$ cat src/rtl/sclk_burst_gen_if.sv
// Control and status bundle for the serial-clock burst generator.
// The master side issues bursts and watches strobes; the slave side is the generator.
interface sclk_burst_gen_if #(
    parameter int WIDTH = 16,
    parameter int CNTW  = 8
);
    logic [WIDTH-1:0] halfperiod;
    logic             cpol;
    logic [CNTW-1:0]  ncycles;
    logic             free_run;
    logic             start;
    logic             stop;
    logic             clkout;
    logic             lead_stb;
    logic             trail_stb;
    logic             busy;
    logic             done;

    modport master (
        output halfperiod, cpol, ncycles, free_run, start, stop,
        input  clkout, lead_stb, trail_stb, busy, done
    );

    modport slave (
        input  halfperiod, cpol, ncycles, free_run, start, stop,
        output clkout, lead_stb, trail_stb, busy, done
    );
endinterface

$ cat src/rtl/sclk_burst_gen.sv
// Serial clock burst generator: half period of hp+1 clkin cycles, registered per-edge strobes.
// Start is taken only in IDLE; every output is a flop, so edges and strobes appear one cycle after the deciding edge.
module sclk_burst_gen #(
    parameter int WIDTH = 16,
    parameter int CNTW  = 8
) (
    input  logic           clkin,
    input  logic           rst,
    sclk_burst_gen_if.slave bus
);
    typedef enum logic {S_IDLE, S_RUN} state_t;

    state_t           r_state, w_state_nxt;
    logic [WIDTH-1:0] r_hp, w_hp_nxt;
    logic [WIDTH-1:0] r_tick, w_tick_nxt;
    logic             r_pol, w_pol_nxt;
    logic [CNTW-1:0]  r_n, w_n_nxt;
    logic             r_fr, w_fr_nxt;
    logic [CNTW:0]    r_edge, w_edge_nxt, w_edge_inc;
    logic             r_stop_pend, w_stop_pend_nxt;
    logic             r_clkout, w_clkout_nxt;
    logic             r_lead, w_lead_nxt;
    logic             r_trail, w_trail_nxt;
    logic             r_busy, w_busy_nxt;
    logic             r_done, w_done_nxt;

    assign w_edge_inc = r_edge + {{CNTW{1'b0}}, 1'b1};

    always_ff @(posedge clkin) begin
        if (rst) begin
            r_state     <= S_IDLE;
            r_hp        <= '0;
            r_tick      <= '0;
            r_pol       <= 1'b0;
            r_n         <= '0;
            r_fr        <= 1'b0;
            r_edge      <= '0;
            r_stop_pend <= 1'b0;
            r_clkout    <= 1'b0;
            r_lead      <= 1'b0;
            r_trail     <= 1'b0;
            r_busy      <= 1'b0;
            r_done      <= 1'b0;
        end else begin
            r_state     <= w_state_nxt;
            r_hp        <= w_hp_nxt;
            r_tick      <= w_tick_nxt;
            r_pol       <= w_pol_nxt;
            r_n         <= w_n_nxt;
            r_fr        <= w_fr_nxt;
            r_edge      <= w_edge_nxt;
            r_stop_pend <= w_stop_pend_nxt;
            r_clkout    <= w_clkout_nxt;
            r_lead      <= w_lead_nxt;
            r_trail     <= w_trail_nxt;
            r_busy      <= w_busy_nxt;
            r_done      <= w_done_nxt;
        end
    end

    always_comb begin
        w_state_nxt     = r_state;
        w_hp_nxt        = r_hp;
        w_tick_nxt      = r_tick;
        w_pol_nxt       = r_pol;
        w_n_nxt         = r_n;
        w_fr_nxt        = r_fr;
        w_edge_nxt      = r_edge;
        w_stop_pend_nxt = r_stop_pend;
        w_clkout_nxt    = r_clkout;
        w_lead_nxt      = 1'b0;
        w_trail_nxt     = 1'b0;
        w_busy_nxt      = r_busy;
        w_done_nxt      = 1'b0;

        case (r_state)
            S_IDLE: begin
                w_clkout_nxt = bus.cpol;
                if (bus.start) begin
                    if (bus.free_run || (bus.ncycles != '0)) begin
                        w_state_nxt     = S_RUN;
                        w_hp_nxt        = bus.halfperiod;
                        w_pol_nxt       = bus.cpol;
                        w_n_nxt         = bus.ncycles;
                        w_fr_nxt        = bus.free_run;
                        w_tick_nxt      = '0;
                        w_edge_nxt      = '0;
                        w_stop_pend_nxt = 1'b0;
                        w_busy_nxt      = 1'b1;
                    end else begin
                        w_done_nxt = 1'b1;
                    end
                end
            end
            S_RUN: begin
                if (bus.stop) begin
                    w_stop_pend_nxt = 1'b1;
                end
                if (r_tick == r_hp) begin
                    w_tick_nxt   = '0;
                    w_edge_nxt   = w_edge_inc;
                    w_clkout_nxt = ~r_clkout;
                    if (w_edge_inc[0]) begin
                        w_lead_nxt = 1'b1;
                    end else begin
                        w_trail_nxt = 1'b1;
                        // A trailing edge is the only place a burst may end, so clkout always lands idle.
                        if ((!r_fr && (w_edge_inc == {r_n, 1'b0})) || r_stop_pend || bus.stop) begin
                            w_state_nxt  = S_IDLE;
                            w_busy_nxt   = 1'b0;
                            w_done_nxt   = 1'b1;
                            w_clkout_nxt = r_pol;
                        end
                    end
                end else begin
                    w_tick_nxt = r_tick + {{(WIDTH-1){1'b0}}, 1'b1};
                end
            end
            default: w_state_nxt = S_IDLE;
        endcase
    end

    assign bus.clkout    = r_clkout;
    assign bus.lead_stb  = r_lead;
    assign bus.trail_stb = r_trail;
    assign bus.busy      = r_busy;
    assign bus.done      = r_done;
endmodule

$ cat src/flat_wrapper.sv
// flat-port wrapper written by rule: the top's interface ports become plain ports
module sclk_burst_gen_flat 
#(
    parameter int WIDTH = 16,
    parameter int CNTW  = 8
)
  (clkin, rst, bus_halfperiod, bus_cpol, bus_ncycles, bus_free_run, bus_start, bus_stop, bus_clkout, bus_lead_stb, bus_trail_stb, bus_busy, bus_done);
  sclk_burst_gen_if #(.WIDTH(WIDTH), .CNTW(CNTW)) bus_i ();
  input  logic clkin;
  input  logic rst;
  input wire logic [$bits(bus_i.halfperiod)-1:0] bus_halfperiod;
  input wire logic [$bits(bus_i.cpol)-1:0] bus_cpol;
  input wire logic [$bits(bus_i.ncycles)-1:0] bus_ncycles;
  input wire logic [$bits(bus_i.free_run)-1:0] bus_free_run;
  input wire logic [$bits(bus_i.start)-1:0] bus_start;
  input wire logic [$bits(bus_i.stop)-1:0] bus_stop;
  output wire logic [$bits(bus_i.clkout)-1:0] bus_clkout;
  output wire logic [$bits(bus_i.lead_stb)-1:0] bus_lead_stb;
  output wire logic [$bits(bus_i.trail_stb)-1:0] bus_trail_stb;
  output wire logic [$bits(bus_i.busy)-1:0] bus_busy;
  output wire logic [$bits(bus_i.done)-1:0] bus_done;
  assign bus_i.halfperiod = bus_halfperiod;
  assign bus_i.cpol = bus_cpol;
  assign bus_i.ncycles = bus_ncycles;
  assign bus_i.free_run = bus_free_run;
  assign bus_i.start = bus_start;
  assign bus_i.stop = bus_stop;
  assign bus_clkout = bus_i.clkout;
  assign bus_lead_stb = bus_i.lead_stb;
  assign bus_trail_stb = bus_i.trail_stb;
  assign bus_busy = bus_i.busy;
  assign bus_done = bus_i.done;
  sclk_burst_gen #(.WIDTH(WIDTH), .CNTW(CNTW)) u_core (.clkin(clkin), .rst(rst), .bus(bus_i));
endmodule
$ cat config.mk
export PLATFORM = sky130hd
export DESIGN_NAME = sclk_burst_gen_flat
export DESIGN_NICKNAME = d
export VERILOG_FILES = /design/src/rtl/sclk_burst_gen_if.sv /design/src/rtl/sclk_burst_gen.sv /design/src/flat_wrapper.sv
export SDC_FILE = /design/constraint.sdc
export NUM_CORES = 1
export LEC_CHECK = 0
export ABC_AREA = 0
export ABC_CLOCK_PERIOD_IN_PS = 3100
export CORE_MARGIN = 3
export CORE_UTILIZATION = 59
export CTS_BUF_LIST = sky130_fd_sc_hd__clkbuf_8 sky130_fd_sc_hd__clkbuf_16
export CTS_CLUSTER_DIAMETER = 100
export DETAILED_ROUTE_END_ITERATION = 7
export PLACE_DENSITY = 0.84
export RECOVER_POWER = 25
export SLEW_MARGIN = 20
export SYNTH_ARGS = -nofsm -noshare
export SYNTH_HDL_FRONTEND = slang
export SYNTH_SLANG_ARGS = --single-unit
$ cat constraint.sdc
create_clock -name clkin -period 3.1 [get_ports clkin]
set_clock_uncertainty 0.05 [all_clocks]
set_input_delay 0.62 -clock clkin [delete_from_list [all_inputs] [get_ports clkin]]
set_output_delay 0.62 -clock clkin [all_outputs]
set_load 0.005 [all_outputs]
==> results of run 1 <==
==> cell type report <==
class	instances	area share
sequential	58	0.341
clock buffer	11	0.0444
tap	52	0.0191
clock inverter	5	0.0294
multi-input combinational	259	0.451
inverter	3	0.00330
timing repair buffer	40	0.112
==> registers in the layout, summed over array words and instances (netlist names) <==
signal                count
u_core.r_hp              16
u_core.r_tick            16
u_core.r_edge             9
u_core.r_n                8
u_core.bus.busy           1
u_core.bus.clkout         1
u_core.bus.done           1
u_core.bus.lead_stb       1
u_core.bus.trail_stb      1
u_core.r_fr               1
u_core.r_pol              1
u_core.r_state            1
u_core.r_stop_pend        1
==> worst min path at each step <==
stage | slack, ps | start | endpoint
after global placement | 400 | u_core.r_pol | u_core.r_pol
after global routing | 440 | u_core.r_hp[8] | u_core.r_hp[8]
after detailed placement | 410 | u_core.r_pol | u_core.r_pol
after CTS | 420 | u_core.r_hp[3] | u_core.r_hp[3]
final | 420 | u_core.r_hp[8] | u_core.r_hp[8]
after floorplan | 380 | u_core.r_fr | u_core.r_fr
==> where the power goes <==
group	total [W]	internal, W	switching (W)
sequential	0.000794	0.000771	0.0000233
combinational	0.000191	0.0000892	0.000102
clock	0.000876	0.000575	0.000301
==> metrics by stage <==
step / util / instance area, sq um / setup slack, ps / hold slack, ps / power [W]
after floorplan: - / 2790 / 1060 / 382 / 0.000920
after global placement: 0.706 / 3160 / 455 / 404 / 0.000996
final: 0.762 / 3410 / 504 / 417 / 0.00186
after detailed placement: 0.706 / 3160 / 389 / 408 / 0.00100
after CTS: 0.763 / 3410 / 665 / 420 / 0.00187
after global routing: 0.762 / 3410 / 293 / 438 / 0.00193
==> kinds of logic (layout without fill, tap and decap cells) <==
group | after synthesis | after routing
AOI/OAI and AO/OA | 64 | 64
xor gates and xnor gates | 39 | 39
adders and majority gates | 2 | 2
buffers and inverters | 23 | 59
DFF | 58 | 58
muxes | 5 | 5
and+or+nand+nor | 149 | 149
==> layer usage <==
layer	vias up	global-route usage
li1	1247	-
met1	1109	0.316
met2	75	0.429
met3	10	0.0948
met4	0	0.0949
met5	-	0
==> cell usage in the layout (no fill, tap or decap), types with 4 or more instances in the layout <==
cell type,instances
sky130_fd_sc_hd__mux2i_1,5
sky130_fd_sc_hd__nand3_1,10
sky130_fd_sc_hd__clkdlybuf4s50_1,29
sky130_fd_sc_hd__and3_1,8
sky130_fd_sc_hd__nor3_1,5
sky130_fd_sc_hd__a21oi_1,40
sky130_fd_sc_hd__xnor2_1,26
sky130_fd_sc_hd__nor4_1,7
sky130_fd_sc_hd__dlygate4sd3_1,5
sky130_fd_sc_hd__o21ai_1,4
sky130_fd_sc_hd__nand2_1,65
sky130_fd_sc_hd__nand4_1,11
sky130_fd_sc_hd__buf_4,5
sky130_fd_sc_hd__xor2_1,13
sky130_fd_sc_hd__dfxtp_1,58
sky130_fd_sc_hd__nor2_1,21
sky130_fd_sc_hd__clkbuf_8,11
==> worst max-delay path: stages <==
cell and delay, ps:
sky130_fd_sc_hd__clkdlybuf4s50_1 420, sky130_fd_sc_hd__nor4_1 380, sky130_fd_sc_hd__nand3_1 210, sky130_fd_sc_hd__a21oi_1 210, sky130_fd_sc_hd__clkbuf_1 480, sky130_fd_sc_hd__nor4_1 160
sky130_fd_sc_hd__xnor2_1 210, sky130_fd_sc_hd__nor2_1 80
==> out/qor_table.md, run 1 <==
| Metric | Reported |
|:---|:---|
| Count of fill cells added during filler insertion | 355 |
| Post-DR vias/cell | 5.70 |
| Count of input and output buffers | 34 |
| TritonCTS clock tree | built |
| Primary flip-flop cell chosen by synthesis mapping | sky130_fd_sc_hd__dfxtp_1 |
| Vias | 2441 |
| WL/cell | 15.5 um |
| CP Launch Type | primary input |
| Number of flops mapped to enable cells by yosys | 0 |
| Final number of hold-violating endpoints | 0 |
| Routed wire length on met2 | 3190 um |
| Yosys top cell area share | 0.416 |
| Clock tree root buffer cell | sky130_fd_sc_hd__clkbuf_8 |
| Worst slew margin relative to its limit | 0.306 |
| Final WL | 6630 um |
| Seq. cell area | 1160 sq um |
| Core Box Area | 4470 sq um |
| Post-synthesis instance area | 2790 sq um |
| Met1 layer wirelength in the final routing | 2940 um |
| CTS buffer count | 9 |
| Starting density of the core | 0.624 |
| Largest driver fanout on the critical path | 13 |
| Worst setup path class | primary input to register |
| Grt ovf | 0 |
| Final TNS setup | 0 ps |
| Ratio of final minimum period to clock period | 0.837 |
| Number of global-route vias before repair | 2351 |
| Reg clk slew, reported paths | 60 ps |
| Leak pwr | 1.24 nW |
| Max Root-Sink Buffers | 2 |
| Count of hold buffers inserted by post-cts repair | 0 |
| Synthesized Nets | 372 |
| Multiplexer fraction of the synthesized cell area | 0.0179 |
| Antenna diode instance count | 0 |
| Critical path capture point type | register |
| Final count of pins violating max slew | 0 |
| Top Layer Used | met4 |
| Result of the run | finished clean |
| Residual DRC | 0 |
| Leading post-synthesis cells by cell area | sky130_fd_sc_hd__dfxtp_1 (42%), sky130_fd_sc_hd__nand2_1 (8.7%), sky130_fd_sc_hd__xnor2_1 (8.2%), sky130_fd_sc_hd__a21oi_1 (7.2%), sky130_fd_sc_hd__xor2_1 (4.1%) |
| Multi-input combinational cell area | 1540 sq um |
| Critical path origin | bus_ncycles[0] |
| Tot GR Track Use | 0.262 |
| Worst-case register-to-register setup slack | 650 ps |
| Destination of the worst register-to-register timing path | u_core.r_edge[3] |
| Number of cell instances on the worst register-to-register path | 6 |
| Post-Synth Simple-Gate Area | 0.264 |
| Number of standard cells in the layout, taps in and fillers out | 428 |
| Fraction of final layout cells sized beyond drive strength 1 | 0.0691 |
| Maximum frequency from static timing analysis | 0.385 GHz |
| Largest family of logic cells by synthesized area | simple AND/OR/NAND/NOR gates |
| Routed wl met3 | 404 um |
| Cell taking the most area after synthesis | sky130_fd_sc_hd__dfxtp_1 |
| Layout overhead on the synthesized area | 22.0% |
| Global placer's final weighted congestion | 0.871 |
| Number of iterations in the first detailed-routing pass | 4 |
| H-Tree Level Count | 3 |
| Post-synthesis sequential element count | 58 |
| Critical path arrival | 2760 ps |
| Endpoint of the worst setup timing path | u_core.r_tick[11] |
| Synthesized-area fraction occupied by ao, oa, aoi and oai cells | 0.138 |
| Number of standard cells after synthesis | 340 |
| Initial DRC count | 194 |
| Data required time of the critical path | 3260 ps |
| Wire length of the first global-routing pass | 10900 um |
| Detailed placer's ending HPWL | 4510 um |
| Launch instance of the worst register-to-register path | u_core.r_tick[6] |
| P per Cell Area | 546 nW/um^2 |
| # IOs | 35 |
| Sequential cell area fraction in the yosys report | 0.416 |
| Number of instances on the worst hold path | 2 |
| Most instantiated library cell after synthesis | sky130_fd_sc_hd__nand2_1 |
| Slew at the pin closest to its max-slew limit | 1040 ps |
| Time the worst path needs with I/O delays and setup | 2600 ps |
| Endpoints failing setup | 0 |
| Initial antenna violation count | 0 |
| Die Ht | 74.8 um |
| Area enclosed by the die boundary | 5600 sq um |
| Routed Antenna Nets | 0 |
| Source-to-sink clock delay at the later pin of the worst-skew pair | 340 ps |
| Netlist cell types | 45 |
| Post-Synth XOR/XNOR Area | 0.122 |
| Class of the most critical hold timing path | register to register |
| Final #Nets | 403 |
| Number of gates resized after CTS | 0 |
| Number of max-capacitance violations reported | 0 |
| Average cell area after synthesis | 8.21 sq um |
| Total number of placement rows | 24 |
| Number of clock sinks | 58 |
| List of most frequent post-synthesis cells | sky130_fd_sc_hd__nand2_1 (65), sky130_fd_sc_hd__dfxtp_1 (58), sky130_fd_sc_hd__a21oi_1 (40) |
| Async S/R FF share, synth | 0 |
| Maximum vdd drop | 0.460 mV |
| Adder-cell share of the synthesized area | 0.00896 |
| Largest net degree at the start of global routing | 29 |
| Unrepaired setup endpoints after global routing | false |
| Number of placed cells counting well taps | 412 |
| Die Wd | 74.8 um |
| Number of buffers inserted to repair setup after CTS | 0 |
| Number of synthesis warnings | 0 |
No activity file was read; power rests on OpenSTA's default activity.
==> run 2, diff against run 1 <==
--- a/config.mk
+++ b/config.mk
@@ -6,13 +6,13 @@
 export NUM_CORES = 1
 export LEC_CHECK = 0
 export ABC_AREA = 0
-export ABC_CLOCK_PERIOD_IN_PS = 3100
+export ABC_CLOCK_PERIOD_IN_PS = 2400
 export CORE_MARGIN = 3
-export CORE_UTILIZATION = 59
+export CORE_UTILIZATION = 55
 export CTS_BUF_LIST = sky130_fd_sc_hd__clkbuf_8 sky130_fd_sc_hd__clkbuf_16
 export CTS_CLUSTER_DIAMETER = 100
 export DETAILED_ROUTE_END_ITERATION = 7
-export PLACE_DENSITY = 0.84
+export PLACE_DENSITY = 0.79
 export RECOVER_POWER = 25
 export SLEW_MARGIN = 20
 export SYNTH_ARGS = -nofsm -noshare
==> constraint.sdc (replaced) <==
create_clock -name clkin -period 2.4 [get_ports clkin]
set_clock_uncertainty 0.05 [all_clocks]
set_input_delay 0.48 -clock clkin [delete_from_list [all_inputs] [get_ports clkin]]
set_output_delay 0.48 -clock clkin [all_outputs]
set_load 0.005 [all_outputs]
==> run 2 against run 1 <==
  * Sequential cell count stayed put
  * Non-clock buffer count grew 12
  * First-iteration DRC count shrank 12%
  * Global-route usage decreased by 2.0 points
  * Core utilization fell by 5.1 points
  * Sequential power is 30% higher
  * Cell area rose by 0.40%
  * Critical path depth did not move
  * Cell count rose by 5.4%
  * Combinational power grew 39%
  * Worst setup slack worse by 320 ps
  * Wire length rose by 1.3%
  * Largest cell class unchanged
  * Largest power group is now sequential cells
==> out/qor_table.md, run 2 (synthesized netlist as in run 1, its figures left out) <==
| Metric | Reported | Delta |
|:---|:---|:---|
| Result of the run | finished clean |  |
| Routed Antenna Nets | 0 | unchanged |
| Residual DRC | 0 | unchanged |
| Number of max-capacitance violations reported | 0 | unchanged |
| Area enclosed by the die boundary | 5970 sq um | +6.7% |
| CP Launch Type | primary input |  |
| Post-Route Hold Slack | 416 ps | -1.08 ps |
| Unrepaired setup endpoints after global routing | false |  |
| Total number of placement rows | 25 | +4.2% |
| # IOs | 35 | unchanged |
| Number of global-route vias before repair | 2377 | +1.1% |
| Layout overhead on the synthesized area | 22.5% |  |
| Most used cells in the layout excluding fill and tap cells | sky130_fd_sc_hd__nand2_1 (65), sky130_fd_sc_hd__dfxtp_1 (58), sky130_fd_sc_hd__a21oi_1 (40) |  |
| Core Box Area | 4820 sq um | +7.7% |
| Wire length of the first global-routing pass | 11200 um | +2.7% |
| Final #Nets | 415 | +3.0% |
| Number of clock sinks | 58 | unchanged |
| Global placer's final weighted congestion | 0.930 | +6.8% |
| Die Ht | 77.3 um | +3.3% |
| Worst slew margin relative to its limit | 0.638 | +0.332 |
| Maximum vdd drop | 0.457 mV | -0.65% |
| Largest net degree at the start of global routing | 22 | -24% |
| Max Root-Sink Buffers | 2 | unchanged |
| Number of iterations in the first detailed-routing pass | 4 | unchanged |
| Starting density of the core | 0.580 | -0.0444 |
| Vias | 2491 | +2.0% |
| Leak pwr | 1.26 nW | +1.1% |
| Fraction of final layout cells sized beyond drive strength 1 | 0.0859 | +0.0168 |
| Time the worst path needs with I/O delays and setup | 2210 ps |  |
| Clock tree root buffer cell | sky130_fd_sc_hd__clkbuf_8 |  |
| Grt ovf | 0 | unchanged |
| Number of buffers inserted to repair setup after CTS | 0 | unchanged |
| Power after layout | 0.00200 W | +7.6% |
| Post-DR vias/cell | 5.52 | -3.2% |
| Ratio of final minimum period to clock period | 0.922 |  |
| WL/cell | 14.9 um | -3.8% |
| Final count of pins violating max slew | 0 | unchanged |
| P per Cell Area | 585 nW/um^2 | +7.1% |
| Die Wd | 77.3 um | +3.3% |
| Class of the most critical hold timing path | register to register |  |
| Multi-input combinational cell area | 1540 sq um | +0.24% |
| Seq. cell area | 1160 sq um | unchanged |
| Reg clk slew, reported paths | 60 ps | about the same |
| Most common cell after layout, fill and taps aside | sky130_fd_sc_hd__nand2_1 |  |
| CTS buffer count | 9 | unchanged |
| Count of input and output buffers | 34 | unchanged |
| Count of fill cells added during filler insertion | 414 | +17% |
| TritonCTS clock tree | built |  |
| Maximum frequency from static timing analysis | 0.452 GHz |  |
| Post-detailed-placement cell area | 3280 sq um | +3.8% |
| H-Tree Level Count | 3 | unchanged |
| Largest driver fanout on the critical path | 13 | unchanged |
| Registers with the most flip-flops | u_core.r_hp (16), u_core.r_tick (16), u_core.r_edge (9) |  |
| Initial antenna violation count | 0 | unchanged |
| Critical path arrival | 2380 ps | -380 ps |
| Final number of hold-violating endpoints | 0 | unchanged |
| Slew at the pin closest to its max-slew limit | 542 ps | -499 ps |
| Source-to-sink clock delay at the later pin of the worst-skew pair | 340 ps | about the same |
| Worst setup path class | primary input to register |  |
| Data required time of the critical path | 2570 ps | -690 ps |
| Final non-filler cell area | 3420 sq um | +0.40% |
| Endpoints failing setup | 0 | unchanged |
| Tot GR Track Use | 0.242 | -0.0198 |
| Final WL | 6720 um | +1.3% |
| Detailed placer's ending HPWL | 4840 um | +7.3% |
| Initial DRC count | 171 | -12% |
| Antenna diode instance count | 0 | unchanged |
| Critical path capture point type | register |  |
==> run 2: changes by cell type in the layout (fill, tap and decap cells not counted) <==
| cell | previous run | this run |
|---|---|---|
| sky130_fd_sc_hd__buf_12 | 0 | 1 |
| sky130_fd_sc_hd__buf_4 | 5 | 14 |
| sky130_fd_sc_hd__bufinv_16 | 3 | 0 |
| sky130_fd_sc_hd__clkbuf_1 | 1 | 2 |
| sky130_fd_sc_hd__clkbuf_2 | 0 | 1 |
| sky130_fd_sc_hd__clkbuf_8 | 11 | 10 |
| sky130_fd_sc_hd__clkinv_2 | 2 | 1 |
| sky130_fd_sc_hd__inv_1 | 2 | 3 |
| sky130_fd_sc_hd__or4_1 | 2 | 1 |
| sky130_fd_sc_hd__or4_4 | 0 | 1 |
==> run 2: path summary, 6_finish.rpt <==
check,startpoint,end,slack [ps],cells past startpoint
worst min-delay path,u_core.r_pol,u_core.r_pol,420,2
worst max register to register,u_core.r_tick[1],u_core.r_edge[3],210,7
worst max-delay path,bus_ncycles[0],u_core.r_tick[11],190,8
worst min register to register,u_core.r_pol,u_core.r_pol,420,2
==> run 2: area by class of cell <==
cell class                      count  area share
Timing Repair Buffer               52       0.140
Sequential cell                    58       0.339
Inverter                            3     0.00329
Tap cell                           67      0.0245
Clock inverter                      2     0.00256
Multi-Input combinational cell    259       0.450
Clock buffer                       10      0.0402
==> run 2: repair_timing <==
item | in CTS | in global routing
resized for setup | 0 | 1
hold buffers | 0 | 0
endpoints found under the setup margin | 0 | 4
==> run 2: critical path, stage by stage <==
cell	delay, ps
sky130_fd_sc_hd__clkdlybuf4s50_1	420
sky130_fd_sc_hd__nor4_1	390
sky130_fd_sc_hd__nand3_1	240
sky130_fd_sc_hd__a21oi_1	190
sky130_fd_sc_hd__clkbuf_2	300
sky130_fd_sc_hd__nor4_1	120
sky130_fd_sc_hd__xnor2_1	180
sky130_fd_sc_hd__nor2_1	50
==> run 2: report_power, final <==
part | internal (W) | switching (W) | total [W]
clock network | 0.000373 | 0.000339 | 0.000712
registers | 0.000996 | 0.0000292 | 0.00103
logic | 0.000126 | 0.000139 | 0.000265
==> run 2: per-stage QoR <==
stage          instances  setup WS, ps  setup TNS [ps]  utilization
2_1_floorplan        340           361               0            -
3_3_place_gp         439         -19.5           -55.3        0.681
3_5_place_dp         439         -51.3            -255        0.681
4_1_cts              451           104               0        0.712
5_1_grt              451          24.0               0        0.710
6_report             451           186               0        0.710
==> run 2: per-layer routing <==
layer | GRT usage | vias up | share of wire
met3 | 0.0786 | 13 | 0.059
li1 | - | 1263 | -
met2 | 0.386 | 71 | 0.48
met1 | 0.300 | 1144 | 0.45
met5 | 0 | - | 0
met4 | 0.0979 | 0 | 0.018
==> run 3, diff against run 2 <==
--- a/config.mk
+++ b/config.mk
@@ -14,7 +14,7 @@
 export DETAILED_ROUTE_END_ITERATION = 7
 export PLACE_DENSITY = 0.79
 export RECOVER_POWER = 25
-export SLEW_MARGIN = 20
+export SLEW_MARGIN = 10
 export SYNTH_ARGS = -nofsm -noshare
 export SYNTH_HDL_FRONTEND = slang
 export SYNTH_SLANG_ARGS = --single-unit
==> results of run 3 <==
Same layout as run 2: the final DEF is identical, and so are final timing and power.
